## src/rtl/systolic_grid_ctrl.sv

```systemverilog
// systolic_grid_ctrl: sequencer for one TILE x TILE systolic MAC grid.
// Phases: FEED skewed operand columns, FLUSH the skew and PE pipeline with
// zero operands, then DRAIN TILE rows of C under output backpressure.
// Optional stall counters are compiled in with `define SYSTOLIC_CTRL_PERF_EN.
module systolic_grid_ctrl #(
  parameter int TILE   = 32,
  parameter int PE_LAT = 2,
  parameter int K_BITS = 16
) (
  input  logic              clock,
  input  logic              reset,
  input  logic              start,
  input  logic [K_BITS-1:0] kLen,
  input  logic              feedValid,
  output logic              feedReady,
  output logic              zeroFeed,
  output logic              enableMul,
  output logic              enableShiftOut,
  output logic              outValid,
  input  logic              outReady,
  output logic              busy,
  output logic              done,
  output logic              badStart
`ifdef SYSTOLIC_CTRL_PERF_EN
  ,
  output logic [31:0]       feedStallCycles,
  output logic [31:0]       drainStallCycles
`endif
);

  // Zero-operand cycles needed to push the last column through the skew
  // and the PE accumulate pipeline.
  localparam int FLUSH_LEN = TILE - 1 + PE_LAT;
  localparam int F_W       = $clog2(TILE + PE_LAT);
  localparam int R_W       = (TILE > 1) ? $clog2(TILE) : 1;

  typedef enum logic [2:0] {
    S_IDLE,
    S_FEED,
    S_FLUSH,
    S_DRAIN,
    S_DONE
  } state_t;

  state_t            state_q;
  logic [K_BITS-1:0] k_len_q;
  logic [K_BITS-1:0] k_cnt_q;
  logic [F_W-1:0]    f_cnt_q;
  logic [R_W-1:0]    r_cnt_q;
  logic              bad_start_q;

  logic start_accept;
  logic col_accept;
  logic row_shift;

  assign start_accept = (state_q == S_IDLE) && start && (kLen != '0);
  assign col_accept   = (state_q == S_FEED) && feedValid;
  assign row_shift    = (state_q == S_DRAIN) && outReady;

  // Sequencer state and phase counters; terminal counts are tested before
  // incrementing so no counter ever wraps.
  // NOTE: all state here uses non-blocking assignments so every register
  // samples pre-edge values; blocking would create order-dependent races.
  always_ff @(posedge clock or negedge reset) begin
    if (!reset) begin
      state_q     <= S_IDLE;
      k_len_q     <= '0;
      k_cnt_q     <= '0;
      f_cnt_q     <= '0;
      r_cnt_q     <= '0;
      bad_start_q <= 1'b0;
    end else begin
      bad_start_q <= 1'b0;
      unique case (state_q)
        S_IDLE: begin
          if (start_accept) begin
            k_len_q <= kLen;
            k_cnt_q <= '0;
            state_q <= S_FEED;
          end else if (start) begin
            bad_start_q <= 1'b1;
          end
        end
        S_FEED: begin
          if (col_accept) begin
            if (k_cnt_q == k_len_q - K_BITS'(1)) begin
              f_cnt_q <= '0;
              state_q <= S_FLUSH;
            end else begin
              k_cnt_q <= k_cnt_q + K_BITS'(1);
            end
          end
        end
        S_FLUSH: begin
          if (f_cnt_q == F_W'(FLUSH_LEN - 1)) begin
            r_cnt_q <= '0;
            state_q <= S_DRAIN;
          end else begin
            f_cnt_q <= f_cnt_q + F_W'(1);
          end
        end
        S_DRAIN: begin
          if (row_shift) begin
            if (r_cnt_q == R_W'(TILE - 1)) begin
              state_q <= S_DONE;
            end else begin
              r_cnt_q <= r_cnt_q + R_W'(1);
            end
          end
        end
        S_DONE: state_q <= S_IDLE;
        default: state_q <= S_IDLE;
      endcase
    end
  end

  // Outputs decode the state register; only the handshake-qualified enables
  // look at feedValid/outReady, and FEED/DRAIN are disjoint so enableMul and
  // enableShiftOut can never be high together.
  assign feedReady      = (state_q == S_FEED);
  assign zeroFeed       = (state_q == S_FLUSH);
  assign enableMul      = col_accept || (state_q == S_FLUSH);
  assign enableShiftOut = row_shift;
  assign outValid       = (state_q == S_DRAIN);
  assign busy           = (state_q != S_IDLE);
  assign done           = (state_q == S_DONE);
  assign badStart       = bad_start_q;

`ifdef SYSTOLIC_CTRL_PERF_EN
  logic [31:0] feed_stall_q;
  logic [31:0] drain_stall_q;

  // Saturating stall counters, cleared when a new tile is accepted.
  always_ff @(posedge clock or negedge reset) begin
    if (!reset) begin
      feed_stall_q  <= '0;
      drain_stall_q <= '0;
    end else if (start_accept) begin
      feed_stall_q  <= '0;
      drain_stall_q <= '0;
    end else begin
      if ((state_q == S_FEED) && !feedValid && (feed_stall_q != '1))
        feed_stall_q <= feed_stall_q + 32'd1;
      if ((state_q == S_DRAIN) && !outReady && (drain_stall_q != '1))
        drain_stall_q <= drain_stall_q + 32'd1;
    end
  end

  assign feedStallCycles  = feed_stall_q;
  assign drainStallCycles = drain_stall_q;
`endif

endmodule

```

## config.mk

```make
export PLATFORM = sky130hd
export DESIGN_NAME = systolic_grid_ctrl
export DESIGN_NICKNAME = d
export VERILOG_FILES = /design/src/rtl/systolic_grid_ctrl.sv
export SDC_FILE = /design/constraint.sdc
export NUM_CORES = 1
export LEC_CHECK = 0
export BUFFER_PORTS_ARGS = -buffer_cell sky130_fd_sc_hd__buf_2
export CORE_ASPECT_RATIO = 0.8
export CORE_UTILIZATION = 50
export DETAILED_ROUTE_END_ITERATION = 6
export PLACE_DENSITY = 0.69
export SLEW_MARGIN = 10
export SYNTH_ARGS = -nofsm -noshare
export SYNTH_HDL_FRONTEND = slang
export SYNTH_SLANG_ARGS = --single-unit
export TNS_END_PERCENT = 30
```

## constraint.sdc

```tcl
create_clock -name clock -period 7.4 [get_ports clock]
set_clock_uncertainty 0.15 [all_clocks]
set_input_delay 0.37 -clock clock [delete_from_list [all_inputs] [get_ports clock]]
set_output_delay 0.37 -clock clock [all_outputs]
set_load 0.01 [all_outputs]
```

==> summary.md, run 1 <==
| Metric | Value |
|---|---|
| Status | complete, no violations |
| First-pass GRT wire length | 10.9 mm |
| Vias in the first global route | 2202 |
| GRT Total Usage | 23.0% |
| Syn Nets | 342 |
| CP Capture Type | flip-flop |
| Final core occ | 58.1% |
| Grt ovf | 0 |
| Port Buf Inserts | 28 |
| # clock sinks | 47 |
| Worst path required time | 7430 ps |
| Most frequent cells in the layout | dfrtp_1 (47), nand2_1 (40), buf_2 (28) |
| Final Cell Area | 3230 um^2 |
| Worst-case reg-to-reg path depth | 8 |
| Core area | 5560 um^2 |
| DP HPWL | 4.65 mm |
| Netlist cell types | 51 |
| Startpoint types | flip-flop |
| Final setup fails | 0 |
| Largest net degree at the start of global routing | 48 |
| Worst R2R End | f_cnt_q[3] |
| Max Freq | 285 MHz |
| HP Class | in -> async |
| Die Area | 6210 um^2 |
| Seq/Total Area, Yosys | 39.9% |
| Worst setup margin | 3890 ps |
| Avg Inst Size Synth | 9.35 um^2 |
| TritonCTS Buffers | 5 |
| Starting Density | 53.0% |
| # rows | 24 |
| Seq cells post-synth | 47 |
| Net total in the final layout | 365 |
| Crit-path slowest cell | or4_4 |
| Worst path buffer plus inverter count | 0 |
| Crit path time final | 3510 ps |
| Initial antenna violation count | 0 |
| GPL Wtd Cong | 0.885 |
| Final Hold Vio Count | 0 |
| Post-CTS sizing | 0 |
| Worst VDD drop | 0.171 mV |
| Post-place setup slack | 3940 ps |
| Share of layout cells above drive strength 1 | 17.7% |
| # Post-CTS Setup Buffers | 0 |
| CP startpoint | k_len_q[3] |
| Dpl cell area | 3130 um^2 |
| Top cells by area, synth | dfrtp_1 (40%), mux2_2 (6.1%), nand2_1 (5.1%) |
| Clock buffer depth | 2 |
| Final WL | 6.44 mm |
| Critical Path Fanout Max | 12 |
| Worst-Skew Late Latency | 300 ps |
| Die W | 87.8 um |
| Primary FF master, synth | dfrtp_1 |
| CP arrival | 3540 ps |
| Cell Area, Synth | 2950 um^2 |
| RR Startpoint | k_len_q[3] |
| Hold Buf Count CTS | 0 |
| Yosys warns | 0 |
| CTS Root Cell | clkbuf_8 |
| CP max stage delay | 590 ps |
| 1st-iter DRT viols | 154 |
| Async S/R FF share, synth | 100% |
| Die H | 70.7 um |
| Fin crit share | 47.5% |
| Max-cap violations | 0 |
| RSZ-0062 raised after global routing | no |
| Leading area contributor after synthesis | dfrtp_1 |
| Most common cell after layout, fill and taps aside | dfrtp_1 |
| Worst-Margin Slew | 836 ps |
| Reg clk slew, reported paths | 90 ps |
| DRC | 0 |
| Mapped Cells | 315 |
| Ant. Diodes | 0 |
| CP top delay family | simple AND/OR/NAND/NOR gates |
| Number of flops mapped to enable cells by yosys | 0 |
| Routed WL per cell | 15.4 um |
| Routed Antenna Nets | 0 |
| Hold slack final | 1.72 ps |
| Crit-path cells | or4_4 > o31a_1 > a2111oi_2 > nand4_1 > nor4b_2 > nand4_1 > nor2_1 > o21ai_0 |
| Max Slew Vio Count | 0 |
| CTS H-tree lvls | 2 |
| Synth top area share | 39.9% |
| DRT Pass-1 Iters | 4 |
| Synthesis-to-finish area growth | 9.51% |
| CTS tree | built |
| Final setup TNS | 0 ps |
| Setup CP Type | reg -> reg |
| Total vias in the final route | 2372 |
| Worst reg2reg setup slack | 3890 ps |
| Leak | 1.54 nW |
| Pwr per Cell Area | 375 nW/um^2 |
| Post-DR vias/cell | 5.69 |
| Rel. slew slack | 43.9% |
| Most frequent CP cell | nand4_1 |
| I/O pin count | 29 |
[state kept, by name, indices dropped and copies added, names as in the netlist]
signal    flops
f_cnt_q       6
state_q       3
k_cnt_q      16
badStart      1
r_cnt_q       5
k_len_q      16
[cells in the mapped netlist, drive strengths merged (2+ instances only)]
cell / instances
a211oi: 2
a21boi: 2
a21o: 3
a21oi: 9
a31oi: 4
and3: 8
buf: 5
clkbuf: 9
dfrtp: 47
ha: 6
inv: 12
mux2: 16
mux2i: 12
nand2: 40
nand2b: 13
nand3: 15
nand4: 6
nand4b: 2
nor2: 13
nor2b: 4
nor3: 5
nor3b: 4
nor4: 10
o21ai: 9
o22ai: 5
o311ai: 3
o41ai: 4
or3: 5
or4: 5
xnor2: 13
xor2: 10
[per-stage QoR]
| step | power [mW] | cells |
|---|---|---|
| finish | 1.21 | 417 |
| global route | 1.30 | 417 |
| CTS | 1.21 | 417 |
| detailed placement | 1.04 | 409 |
| global placement | 1.02 | 409 |
| floorplan | 0.892 | 315 |
[cell type report]
cell class              count  area, um^2
well taps                  78        97.6
clock buffers               8         100
fillers                   499        2330
inverters                  12        45.0
multi-input cells         242        1650
repair buffers             30         155
flip-flops and latches     47        1180
[power by group]
group	switching (mW)	internal (mW)
clock	0.0853	0.0854
combinational	0.349	0.274
sequential	0.0908	0.325
[cells by family (layout without fill, tap and decap cells)]
family,count (synthesis),count (layout),share of synthesized area (%)
buffers and inverters,26,50,3.99
adders and majority gates,6,6,2.55
and+or+nand+nor,134,134,24.5
muxes,28,28,10.2
AOI/OAI and AO/OA,51,51,12.1
xor gates and xnor gates,23,23,6.84
DFF,47,47,39.9
[routing by layer]
layer	GRT usage (%)	wire length (um)	vias up
met5	0	0	-
met4	6.92	75	0
met3	3.85	169	8
met2	32.8	2820	35
met1	35.5	3370	1140
li1	-	-	1189
[worst max-delay path by stage]
stage | endpoint | slack, ps | cells past startpoint
2_1_floorplan | f_cnt_q[0] | 4540 | 10
3_3_place_gp | f_cnt_q[5] | 4050 | 8
3_5_place_dp | f_cnt_q[3] | 3940 | 8
4_1_cts | f_cnt_q[3] | 3910 | 8
5_1_grt | f_cnt_q[2] | 3610 | 8
6_report | f_cnt_q[3] | 3890 | 8
(Power assumes the default switching activity.)
==> run 2: changes to the inputs <==
Settings changed: ABC_AREA set to 1, PLACE_DENSITY 0.69 to 0.71.
Clock period 7.4 ns to 2.9 ns, I/O delays scaled along.
==> run 2 against run 1 <==
Compared with the run above:
- clock power grew to 2.6 times the previous value
- routed wire length grew 23%
- sequential power grew 150%
- synthesized cell count grew 56%
- critical endpoint is now k_cnt_q[14]
- fmax grew 40%
- largest cell class unchanged
- cell area grew 19%
- register-to-register slack lost 3500 ps
- die area grew 14%
- critical path depth grew 6
- worst hold slack gained 130 ps
- synthesized area grew 14%
- cell count grew 49%
==> summary.md, run 2 <==
| Metric | Value |
|---|---|
| Most frequent cells in the layout | nand2_1 (161), nor2_1 (75), inv_1 (47), dfrtp_1 (47), nand3_1 (45) |
| Vias in the first global route | 2810 (+28%) |
| Setup CP Type | reg -> reg |
| Max Slew Vio Count | 0 (unchanged) |
| Startpoint types | flip-flop |
| Fill count | 613 (+23%) |
| Fin crit share | 86.7% (+39 points) |
| Status | complete, no violations |
| Seq/Total Area, Yosys | 35.0% (-4.9 points) |
| Die W | 93.6 um (+6.6%) |
| Post-place setup slack | 427 ps (-3510 ps) |
| Async S/R FF share, synth | 100% (unchanged) |
| Share of layout cells above drive strength 1 | 11.3% (-6.4 points) |
| TritonCTS Buffers | 5 (unchanged) |
| DRT Pass-1 Iters | 4 (unchanged) |
| DP HPWL | 5.85 mm (+26%) |
| Ant. Diodes | 0 (unchanged) |
| Leading area contributor after synthesis | dfrtp_1 |
| DRC | 0 (unchanged) |
| Rel. slew slack | 29.0% (-15 points) |
| Worst path required time | 3000 ps (-4430 ps) |
| Mapped Cells | 492 (+56%) |
| GPL Wtd Cong | 0.844 (-4.6%) |
| Seq cells post-synth | 47 (unchanged) |
| Final setup fails | 0 (unchanged) |
| Reg clk slew, reported paths | 90 ps (about the same) |
| Total vias in the final route | 3247 (+37%) |
| Core area | 6440 um^2 (+16%) |
| Post-CTS sizing | 0 (unchanged) |
| Leak | 1.88 nW (+22%) |
| Initial antenna violation count | 0 (unchanged) |
| Dpl cell area | 3570 um^2 (+14%) |
| Port Buf Inserts | 28 (unchanged) |
| # Post-CTS Setup Buffers | 0 (unchanged) |
| Number of flops mapped to enable cells by yosys | 0 (unchanged) |
| Final setup TNS | 0 ps (unchanged) |
| Routed Antenna Nets | 0 (unchanged) |
| # rows | 26 (+8.3%) |
| Largest regs | k_cnt_q x16, k_len_q x16, f_cnt_q x6 |
| Most frequent cells after synthesis | nand2_1 (161), nor2_1 (75), dfrtp_1 (47), inv_1 (47), nand3_1 (45) |
| Final Hold Vio Count | 0 (unchanged) |
| Die H | 75.3 um (+6.6%) |
| Worst-Skew Late Latency | 310 ps (about the same) |
| # clock sinks | 47 (unchanged) |
| Grt ovf | 0 (unchanged) |
| Worst setup margin | 386 ps (-3500 ps) |
| HP Class | in -> reg |
| Yosys warns | 0 (unchanged) |
| Routed WL per cell | 12.7 um (-17%) |
| Post-DR vias/cell | 5.21 (-8.4%) |
| CTS Root Cell | clkbuf_8 |
| Worst VDD drop | 0.394 mV (+130%) |
| 1st-iter DRT viols | 168 (+9.1%) |
| Net total in the final layout | 565 (+55%) |
| Critical Path Fanout Max | 17 (+5) |
| Starting Density | 52.2% (-0.88 points) |
| Synthesis-to-finish area growth | 14.6% |
| Clock buffer depth | 2 (unchanged) |
| Worst-Margin Slew | 1060 ps (+229 ps) |
| CTS H-tree lvls | 2 (unchanged) |
| Final Cell Area | 3850 um^2 (+19%) |
| CTS tree | built |
| Die Area | 7050 um^2 (+14%) |
| Netlist cell types | 32 (-37%) |
| Hold Buf Count CTS | 18 (+18) |
| Primary FF master, synth | dfrtp_1 |
| Synth top area share | 35.0% (-4.9 points) |
| I/O pin count | 29 (unchanged) |
| Count leader, synth | nand2_1 |
| Cell Area, Synth | 3360 um^2 (+14%) |
| RSZ-0062 raised after global routing | no |
| Top cells by area, synth | dfrtp_1 (35%), nand2_1 (18%), nor2_1 (8.4%) |
| Max Freq | 398 MHz (+40%) |
| Largest net degree at the start of global routing | 48 (unchanged) |
| Syn Nets | 519 (+52%) |
| Max-cap violations | 0 (unchanged) |
| Pwr per Cell Area | 868 nW/um^2 (+130%) |
| Crit path time final | 2510 ps (-998 ps) |
| Avg Inst Size Synth | 6.83 um^2 (-27%) |
| Most common cell after layout, fill and taps aside | nand2_1 |
| Final WL | 7.94 mm (+23%) |
| GRT Total Usage | 24.4% (+1.4 points) |
| CP arrival | 2620 ps (-920 ps) |
| CP Capture Type | flip-flop |
| Pwr Total | 3.34 mW (+180%) |
| First-pass GRT wire length | 13.2 mm (+21%) |
-- run 2: where the power goes --
part	switching, mW	total (mW)	internal, mW	leakage, nW
Combinational	1.26	1.87	0.608	1.21
Sequential	0.203	1.03	0.831	0.623
Clock	0.242	0.437	0.195	0.0474
-- run 2: final timing paths --
path	startpoint	to	slack, ps	depth (start not counted)
max	k_len_q[0]	k_cnt_q[14]	390	14
min	outReady	state_q[1]	130	6
max reg2reg	k_len_q[0]	k_cnt_q[14]	390	14
min reg2reg	r_cnt_q[4]	r_cnt_q[4]	350	2
max in group asynchronous	reset	k_len_q[6]	1530	2
min in group asynchronous	reset	f_cnt_q[3]	410	2
-- run 2: cell type report --
| class | count | area, um^2 | share of cell area, % |
|---|---|---|---|
| multi-input cells | 385 | 1940 | 50.5 |
| clock inverters | 2 | 16.3 | 0.423 |
| inverters | 51 | 191 | 4.97 |
| flip-flops and latches | 47 | 1180 | 30.6 |
| well taps | 84 | 105 | 2.73 |
| clock buffers | 6 | 82.6 | 2.15 |
| repair buffers | 48 | 335 | 8.71 |
-- run 2: metrics by stage --
step	std cells	hold slack (ps)	utilization (%)
floorplan	492	-301	-
global placement	597	213	55.4
detailed placement	597	219	55.4
CTS	623	130	59.8
global route	623	186	59.8
finish	623	133	59.8
-- run 2: cells by family (layout without fill, tap and decap cells) --
logic type	Yosys count	after routing	synth area share (%)
fa+ha+maj	6	6	2.23
flops	47	47	35.0
compound gates	22	22	4.02
buf+inv	60	107	7.19
simple gates	330	330	44.5
xor+xnor	27	27	7.04
-- run 2: per-layer routing --
layer	vias to the layer above	wire length, um	GRT usage [%]
met5	-	0	0
met4	0	115	6.67
met3	11	281	4.29
met2	69	3600	38.9
met1	1512	3940	34.7
li1	1655	-	-
-- run 2: critical path, stage by stage, from the launching register on --
cell     delay, ps
dfrtp_1        420
inv_1          140
ha_1           200
nand2_1        140
nor2_4         210
nand2_1         90
nand2_1         60
nand2_1         50
nor2_1         120
nand3_1        120
nor2_4         140
nand3_4        210
nand3_4        240
nand2_1         90
nand2_1         70
==> run 3: changes to the inputs <==
Settings changed: CORE_UTILIZATION 50 to 54, PLACE_DENSITY 0.71 to 0.76.
==> run 3 against run 2 <==
Compared with the run above:
- die area decreased by 7.2%
- largest cell class unchanged
- worst hold slack improved by 61 ps
- combinational power about the same
==> summary.md, run 3 (synthesis results as in run 2) <==
| Metric | Value |
|---|---|
| Grt met1 use | 34.8% (+0.053 points) |
| Worst path required time | 3000 ps (about the same) |
| Worst setup margin | 427 ps (+41.1 ps) |
| Pwr per Cell Area | 876 nW/um^2 (+0.99%) |
| Crit path time final | 2470 ps (-41.1 ps) |
| Hold Buf Count CTS | 18 (unchanged) |
| Worst-case reg-to-reg path depth | 13 (-1) |
| Startpoint types | flip-flop |
| Die Area | 6540 um^2 (-7.2%) |
| CP startpoint | k_len_q[0] |
| CTS Root Cell | clkbuf_8 |
| Clock buffer depth | 2 (unchanged) |
| Die W | 90.2 um (-3.7%) |
| # rows | 25 (-3.8%) |
| Post-DR vias/cell | 5.25 (+0.73%) |
| DRT Pass-1 Iters | 5 (+1) |
| DP HPWL | 5.70 mm (-2.5%) |
| Most common cell after layout, fill and taps aside | nand2_1 |
| I/O pin count | 29 (unchanged) |
| CP arrival | 2570 ps (-50 ps) |
| Ant. Diodes | 0 (unchanged) |
| Crit-path cells | inv_1 > ha_1 > nand2_1 > nor2_1 > xor2_1 > nand3_1 > inv_1 > nand2_1 > nor2_2 > nand3_4 > nand3_4 > nand2_1 > nand2_1 |
| Max Freq | 404 MHz (+1.7%) |
| Post-place setup slack | 454 ps (+27.4 ps) |
| GRT busiest layer | met2 |
| Worst-Skew Late Latency | 310 ps (about the same) |
| Reg clk slew, reported paths | 90 ps (about the same) |
| Setup CP Type | reg -> reg |
| Starting Density | 56.5% (+4.4 points) |
| HP Class | in -> reg |
| Final Hold Vio Count | 0 (unchanged) |
| Total vias in the final route | 3255 (+0.25%) |
| First-pass GRT wire length | 12.9 mm (-1.9%) |
| Final WL | 7.78 mm (-2.0%) |
| Net total in the final layout | 565 (unchanged) |
| Worst-Margin Slew | 1050 ps (-15.7 ps) |
| CP Capture Type | flip-flop |
| # Post-CTS Setup Buffers | 0 (unchanged) |
| RSZ-0062 raised after global routing | no |
| RR Startpoint | k_len_q[0] |
| Fin crit share | 85.3% (-1.4 points) |
| # clock sinks | 47 (unchanged) |
| TritonCTS Buffers | 5 (unchanged) |
| 1st-iter DRT viols | 219 (+30%) |
| Worst R2R End | k_cnt_q[6] |
| Critical Path Fanout Max | 17 (unchanged) |
| Worst reg2reg setup slack | 430 ps (+40 ps) |
| Most frequent CP cell | nand2_1 |
| Critical Path End | k_cnt_q[6] |
| Initial antenna violation count | 0 (unchanged) |
| CTS tree | built |
| Port Buf Inserts | 28 (unchanged) |
| Die H | 72.5 um (-3.7%) |
| Share of layout cells above drive strength 1 | 11.3% (unchanged) |
| Max Slew Vio Count | 0 (unchanged) |
| Core area | 5940 um^2 (-7.7%) |
| Post-CTS sizing | 0 (unchanged) |
| Leak | 1.89 nW (+0.57%) |
| GR Layer Usage met3 | 5.14% (+0.84 points) |
| DRC | 0 (unchanged) |
| Largest regs | k_cnt_q x16, k_len_q x16, f_cnt_q x6 |
| GRT Total Usage | 24.9% (+0.50 points) |
| CP max stage delay | 410 ps (about the same) |
| Most frequent cells in the layout | nand2_1 (161), nor2_1 (75), inv_1 (47), dfrtp_1 (47), nand3_1 (45) |
| Fill count | 538 (-12%) |
| Status | complete, no violations |
| Grt ovf | 0 (unchanged) |
| Routed WL per cell | 12.6 um (-1.5%) |
| Max-cap violations | 0 (unchanged) |
| Routed Antenna Nets | 0 (unchanged) |
| Final setup fails | 0 (unchanged) |
| Synthesis-to-finish area growth | 14.9% |
| Crit-path slowest cell | dfrtp_1 |
| GPL Wtd Cong | 0.855 (+1.3%) |
| Rel. slew slack | 30.1% (+1.0 points) |
| Met2 Track Usage GR | 39.9% (+0.98 points) |
| Final core occ | 64.9% (+5.2 points) |
| CTS H-tree lvls | 2 (unchanged) |
| Vias in the first global route | 2885 (+2.7%) |
| Final setup TNS | 0 ps (unchanged) |
| Worst VDD drop | 0.397 mV (+0.78%) |
| Largest net degree at the start of global routing | 48 (unchanged) |
[run 3: worst min path at each step]
stage	startpoint	to	slack, ps	depth (start not counted)
2_1_floorplan	reset	badStart	-300	0
3_3_place_gp	kLen[12]	k_len_q[12]	210	3
3_5_place_dp	kLen[12]	k_len_q[12]	210	3
4_1_cts	outReady	state_q[1]	180	6
5_1_grt	outReady	state_q[1]	190	6
6_report	feedValid	f_cnt_q[5]	190	5
[run 3: final cells by class]
| cell class | count | area [um^2] | area share, % |
|---|---|---|---|
| inverters | 51 | 191 | 4.96 |
| well taps | 81 | 101 | 2.63 |
| multi-input cells | 385 | 1940 | 50.3 |
| clock inverters | 3 | 43.8 | 1.13 |
| clock buffers | 5 | 68.8 | 1.78 |
| repair buffers | 48 | 335 | 8.69 |
| flip-flops and latches | 47 | 1180 | 30.5 |
[run 3: per-stage QoR]
step	area (um^2)	power [mW]	std cells	hold WS, ps
after floorplan	3360	2.45	492	-301
after global routing	3860	3.68	620	194
after global placement	3570	2.81	594	210
after CTS	3860	3.38	620	185
after detailed placement	3570	2.86	594	214
final	3860	3.38	620	194
[run 3: routing by layer]
layer / wire length (um) / vias to the layer above / part of all wire [%]
li1: - / 1659 / -
met1: 3780 / 1498 / 49
met2: 3510 / 92 / 45
met3: 424 / 6 / 5.4
met4: 68 / 0 / 0.87
met5: 0 / - / 0
[run 3: worst max-delay path, delay by kind of cell, from the launching register on]
| kind | cells | cell delay (ps) |
|---|---|---|
| buffers and inverters | 2 | 190 |
| xor gates and xnor gates | 1 | 240 |
| adders and majority gates | 1 | 190 |
| DFF | 1 | 410 |
| and+or+nand+nor | 9 | 1220 |
[run 3: report_power, final]
group	switching [mW]	internal (mW)	leakage, nW	total, mW
Sequential	0.202	0.831	0.623	1.03
Clock	0.239	0.257	0.0581	0.496
Combinational	1.24	0.607	1.21	1.85
Total	1.69	1.69	1.89	3.38
